$ cat src/rtl/rr_stage.sv
// rtl/rr_stage.sv - register-read stage: 8x32 register file, pending-write scoreboard, operand bypass
module rr_stage (
    input  logic        clk,
    input  logic        rst_bar,
    input  logic        valid_in,
    input  logic [31:0] pc_in,
    input  logic [2:0]  instr_length_in,
    input  logic [6:0]  ctrl_in,
    input  logic [2:0]  dst_idx_in,
    input  logic        dst_we_in,
    input  logic [2:0]  src1_idx_in,
    input  logic [2:0]  src2_idx_in,
    input  logic        src2_use_imm,
    input  logic [31:0] imm_in,
    input  logic        ex_stall,
    input  logic        flush,
    input  logic        sq_valid,
    input  logic [2:0]  sq_idx,
    input  logic        wb_valid,
    input  logic [2:0]  wb_idx,
    input  logic [31:0] wb_data,
    output logic        valid_out,
    output logic [31:0] pc_out,
    output logic [2:0]  instr_length_out,
    output logic [6:0]  ctrl_out,
    output logic [2:0]  dst_idx_out,
    output logic [31:0] src1_out,
    output logic [31:0] src2_out,
    output logic        stall_out
);

    logic [31:0] regs_q [8];
    logic [31:0] regs_d [8];
    logic [1:0]  cnt_q  [8];
    logic [1:0]  cnt_d  [8];

    logic        wb_hit1, wb_hit2;
    logic        hazard1, hazard2, sat, stall, issue;
    logic [31:0] src1_val, src2_val;

    // Decrements below zero are a protocol error; the counter clamps at 0.
    function automatic logic [1:0] cnt_next(input logic [1:0] c, input logic inc,
                                             input logic dec_wb, input logic dec_sq);
        logic [2:0] sum;
        logic [2:0] sub;
        logic [2:0] diff;
        sum  = {1'b0, c} + {2'b00, inc};
        sub  = {2'b00, dec_wb} + {2'b00, dec_sq};
        diff = sum - sub;
        return (sum > sub) ? diff[1:0] : 2'd0;
    endfunction

    always_comb begin
        wb_hit1  = wb_valid && (wb_idx == src1_idx_in);
        wb_hit2  = wb_valid && (wb_idx == src2_idx_in);
        src1_val = wb_hit1 ? wb_data : regs_q[src1_idx_in];
        src2_val = wb_hit2 ? wb_data : regs_q[src2_idx_in];

        hazard1  = !((cnt_q[src1_idx_in] == 2'd0) ||
                     ((cnt_q[src1_idx_in] == 2'd1) && wb_hit1));
        hazard2  = !src2_use_imm &&
                   !((cnt_q[src2_idx_in] == 2'd0) ||
                     ((cnt_q[src2_idx_in] == 2'd1) && wb_hit2));
        sat      = dst_we_in && (cnt_q[dst_idx_in] == 2'd3);

        stall    = rst_bar && valid_in && (hazard1 || hazard2 || sat || ex_stall);
        issue    = rst_bar && valid_in && !stall && !flush;

        for (int i = 0; i < 8; i++) begin
            cnt_d[i]  = cnt_next(cnt_q[i],
                                 issue && dst_we_in && (dst_idx_in == 3'(i)),
                                 wb_valid && (wb_idx == 3'(i)),
                                 sq_valid && (sq_idx == 3'(i)));
            regs_d[i] = (wb_valid && (wb_idx == 3'(i))) ? wb_data : regs_q[i];
        end
    end

    always_ff @(posedge clk) begin
        if (!rst_bar) begin
            for (int i = 0; i < 8; i++) begin
                regs_q[i] <= 32'd0;
                cnt_q[i]  <= 2'd0;
            end
        end else begin
            for (int i = 0; i < 8; i++) begin
                regs_q[i] <= regs_d[i];
                cnt_q[i]  <= cnt_d[i];
            end
        end
    end

    assign valid_out        = issue;
    assign stall_out        = stall;
    assign pc_out           = pc_in;
    assign instr_length_out = instr_length_in;
    assign ctrl_out         = ctrl_in;
    assign dst_idx_out      = dst_idx_in;
    assign src1_out         = src1_val;
    assign src2_out         = src2_use_imm ? imm_in : src2_val;

endmodule

$ cat config.mk
export PLATFORM = sky130hd
export DESIGN_NAME = rr_stage
export DESIGN_NICKNAME = d
export VERILOG_FILES = /design/src/rtl/rr_stage.sv
export SDC_FILE = /design/constraint.sdc
export NUM_CORES = 1
export LEC_CHECK = 0
export CAP_MARGIN = 40
export CELL_PAD_IN_SITES_DETAIL_PLACEMENT = 1
export CELL_PAD_IN_SITES_GLOBAL_PLACEMENT = 2
export CORE_UTILIZATION = 40
export CTS_CLUSTER_SIZE = 30
export DETAILED_ROUTE_END_ITERATION = 10
export PLACE_DENSITY = 0.87
export SLEW_MARGIN = 20
export SYNTH_ARGS = -nofsm -noshare
export SYNTH_HDL_FRONTEND = slang
export SYNTH_SLANG_ARGS = --single-unit
export TNS_END_PERCENT = 100
$ cat constraint.sdc
create_clock -name clk -period 7.49 [get_ports clk]
set_input_delay 1.1235 -clock clk [delete_from_list [all_inputs] [get_ports clk]]
set_output_delay 1.1235 -clock clk [all_outputs]
set_load 0.01 [all_outputs]
==> summary by stage <==
Status
The flow ran to the end, and the final reports show no timing, DRC or antenna violations.

Floorplan
The number of placed I/O pins is 241. The core region is 38700 um2. The die covers 40100 um2. The number of rows created at floorplan is 72. The initial standard-cell utilization of the core is 0.406. The floorplan die height is 200 um. The horizontal extent of the die is 200 um.

Hold path
The hold path startpoint is cnt_q[2][1]. The worst hold path was traced through 3 stages. The classification of the worst-slack hold path is register to register. The worst hold path terminates at cnt_q[2][1].

Global route
The via count of the first global-routing pass is 11.8k. In the global route stage, overall resource usage came out at 0.236. Global routing finished with a remaining overflow of 0. Entering global routing, the biggest net connects 68 pins. The initial antenna violation count is 0. The global-route wire length before repair is 71.8 mm.

STA
Setup total negative slack on the finished layout was measured at 0 ps. The share of the cycle needed by the critical path after routing is 0.696. For the pin with the worst max-slew slack, the measured transition is 887 ps.

The headroom to the max-slew limit is 0.409. Setup repair after global routing left no endpoint under its margin. Counting I/O delays and the setup requirement, the final critical path takes 5210 ps. The count of final max-slew check failures is 0. Once routing completed, OpenROAD measured the worst setup slack at 2280 ps.

The hold violation count in the final report is 0. The final count of negative-setup-slack endpoints is 0. The worst setup skew after layout is 10.6 ps. The upper clock frequency limit is 0.192 GHz.

Synthesis
The share of the synthesized area in compound gates (AO/OA/AOI/OAI) is 0.0465. The mapped cell area is 15700 um2. The adder-cell area share of the yosys netlist is 0.0356.

The xor/xnor cell area share of the yosys netlist is 0.00334. Synthesis produced a netlist with a net count of 1425. The count of different cell masters after synthesis is 47. The simple-gate area share of the yosys netlist is 0.107. The register area share after synthesis is 0.509. In the synthesized netlist, the number of instances is 1255.

The post-synthesis sequential element count is 272. Of the post-synthesis cell area, the part taken by muxes is 0.238. The dominant combinational cell family by area after synthesis is multiplexers. In this run, synthesis inferred 256 flip-flops with an integrated enable. The mean area per synthesized cell is 12.5 um2. The prevailing post-synth register cell is sky130_fd_sc_hd__edfxtp_1. The fraction of registers with async set/reset is 0. For this run, the number of Yosys warnings is 0.

Final layout
The utilization after layout is 0.480. From synthesis to final layout, the design area changed by 18.1%. 0 antenna diodes ended up in the layout. In the final layout, the share of cells above drive strength 1 is 0.182. The library cell used most frequently in the layout, excluding fill and tap cells, is sky130_fd_sc_hd__nor2_1. Leaving out fill and tap cells, the most frequent cells in the layout are 275 x sky130_fd_sc_hd__nor2_1, 256 x sky130_fd_sc_hd__edfxtp_1, 148 x sky130_fd_sc_hd__clkdlybuf4s50_1. The filler cell count in the final layout is 3990. The number of nets in the layout is 1506.

Route
Summing over every cut layer, the via total after detailed routing is 10.9k. The count of routing violations after the opening detailed-route iteration is 789. The average vias per placed instance is 5.79. The first-pass iteration count of the detailed router is 5. The detail route stage leaves a number of antenna-violating nets equal to 0. The final layout contains routed wiring with a total length of 47.4 mm.

The count of unresolved DRC violations after routing is 0. The final routed wire length divided by cell count is 25.2 um.

Critical path
The critical path's slowest cell is sky130_fd_sc_hd__mux4_1. The buffer and inverter count on the worst path is 3. The highest net fanout along the worst path is 36. The kind of cell with the highest combined delay along the critical path is buffers and inverters. The signal on the critical path passes through buf_4, buf_12, mux4_1, mux2_2, a2111oi_4, o221ai_1, nor2_1, clkdlybuf4s50_1. The worst register-to-register path has a setup slack of 4130 ps. The number of cells on the worst reg-to-reg path is 10. The capture instance of the worst register-to-register path is cnt_q[4][1].

The worst stage delay on the critical path is 590 ps. The type of destination of the critical path is a primary output. The critical path is of the primary input to primary output type. For the worst setup path, the data required time is 6370 ps.

The worst setup path is launched from a primary input. At the worst endpoint, the arrival time is 4090 ps. The startpoint identified for the worst register-to-register timing path is cnt_q[0][1].

CTS
The longest clock path from root to sink contains 3 buffers. The number of setup buffers added after CTS is 0. Counting the buffers created by CTS gives 29.

The CTS tree is done. CTS placed an instance of sky130_fd_sc_hd__clkbuf_16 at the clock tree root. Gates resized during post-CTS repair numbered 0. The number of sinks driven by the clock tree is 272.

Buffers inserted to repair hold after CTS numbered 0. After clock tree synthesis, the clock-pin slew on the worst setup and hold paths is 60 ps. In this run the number of H-tree levels came out at 1. The later pin in the worst-skew pair is clocked with a latency of 550 ps.

Pwr
In this run the static leakage power is 6.82 nW. Summed over all nets, the switching power comes to 1.04 mW. The proportion of total power due to net switching is 0.257.

Of the total power, combinational logic draws 0.174. The cell-internal power is 3.01 mW. The areal power density over the cells is 218 nW/um2.

The fraction of power consumed by sequential logic is 0.454. The largest vdd supply drop is 0.155 mV. The power share of the clock group is 0.372.

Placed design
During placement, the flow inserted port buffers numbering 156. The final weighted congestion in routability-driven placement is 0.775. The minimum setup slack after placement is 2260 ps. The HPWL after detailed placement is 29.2 mm.

Run
Across the run, the number of max-cap violations was 0.
-- cells by family (layout without fill, tap and decap cells) --
group	count (synthesis)	after routing
simple gates	408	408
flops	272	272
mux	203	203
buf+inv	197	300
compound gates	129	129
fa+ha+maj	40	40
xor+xnor	6	6
-- power by group through the flow --
stage | clock network [mW] | registers (mW) | logic [mW]
2_1_floorplan | 0 | 1.84 | 0.432
3_3_place_gp | 0 | 1.86 | 0.682
3_5_place_dp | 0 | 1.87 | 0.704
4_1_cts | 1.52 | 1.84 | 0.710
5_1_grt | 1.57 | 1.85 | 0.753
6_report | 1.51 | 1.84 | 0.705
-- routing by layer --
metal	up-vias	share of wire	track usage	wire [um]
li1	4729	-	-	-
met1	5666	0.40	0.299	19000
met2	406	0.52	0.427	24800
met3	59	0.058	0.0295	2730
met4	0	0.018	0.0559	850
met5	-	0	0	0
-- Yosys cell counts, types with 2 or more instances --
cell,instances,area share
sky130_fd_sc_hd__mux4_1,2,0.0033
sky130_fd_sc_hd__buf_4,45,0.021
sky130_fd_sc_hd__fa_1,8,0.010
sky130_fd_sc_hd__a211oi_1,2,0.00095
sky130_fd_sc_hd__nor2_1,275,0.066
sky130_fd_sc_hd__mux4_2,134,0.19
sky130_fd_sc_hd__nand2_1,83,0.020
sky130_fd_sc_hd__nor2b_1,3,0.0012
sky130_fd_sc_hd__inv_1,57,0.014
sky130_fd_sc_hd__o21ai_1,34,0.011
sky130_fd_sc_hd__buf_2,20,0.0064
sky130_fd_sc_hd__clkbuf_1,58,0.014
sky130_fd_sc_hd__nor3_1,3,0.00095
sky130_fd_sc_hd__and3b_1,3,0.0017
sky130_fd_sc_hd__o211a_1,2,0.0013
sky130_fd_sc_hd__a21oi_1,70,0.022
sky130_fd_sc_hd__ha_1,32,0.025
sky130_fd_sc_hd__nor3b_1,9,0.0043
sky130_fd_sc_hd__and3_1,8,0.0032
sky130_fd_sc_hd__nand3_1,8,0.0025
sky130_fd_sc_hd__edfxtp_1,256,0.49
sky130_fd_sc_hd__o211ai_1,6,0.0029
sky130_fd_sc_hd__nor3b_2,3,0.0024
sky130_fd_sc_hd__inv_2,6,0.0014
sky130_fd_sc_hd__buf_1,9,0.0021
sky130_fd_sc_hd__o21ai_0,7,0.0022
sky130_fd_sc_hd__mux2i_1,65,0.041
sky130_fd_sc_hd__nand2b_1,6,0.0024
sky130_fd_sc_hd__nand3b_1,3,0.0014
sky130_fd_sc_hd__xnor2_1,6,0.0033
sky130_fd_sc_hd__dfxtp_1,16,0.020
-- sequential cells by signal, indices dropped and copies added (netlist names) --
register  cells
cnt_q        16
regs_q      256
-- tightest hold or removal path, cell delays in order (launching register included) --
cell and delay, ps:
sky130_fd_sc_hd__dfxtp_1 360, sky130_fd_sc_hd__inv_1 100, sky130_fd_sc_hd__fa_1 210, sky130_fd_sc_hd__nor3b_1 60
-- final cells by class --
cell class | instances | area, um2 | area share
Sequential cell | 272 | 8010 | 0.431
Tap cell | 518 | 648 | 0.0349
Clock inverter | 22 | 258 | 0.0139
Timing Repair Buffer | 184 | 1860 | 0.0999
Inverter | 63 | 236 | 0.0127
Multi-Input combinational cell | 786 | 6840 | 0.368
Clock buffer | 31 | 733 | 0.0395
-- through the flow --
stage	power [mW]	hold WS, ps	cell area (um2)	cells
floorplan	2.27	668	15700	1255
CTS	4.07	771	18600	1875
global route	4.17	822	18600	1876
global placement	2.54	733	17400	1815
finish	4.05	772	18600	1876
detailed placement	2.57	778	17600	1822
-- worst max-delay path by stage --
stage,from,endpoint,slack (ps),cells after the start
finish,src1_idx_in[1],valid_out,2280,8
global route,wb_idx[2],src2_out[6],2080,7
CTS,wb_idx[2],src2_out[6],2250,7
global placement,src2_idx_in[0],src2_out[25],2190,7
detailed placement,wb_idx[2],src2_out[6],2260,7
floorplan,wb_idx[2],regs_q[7][0],3250,3
No activity file was read; power rests on OpenSTA's default activity.
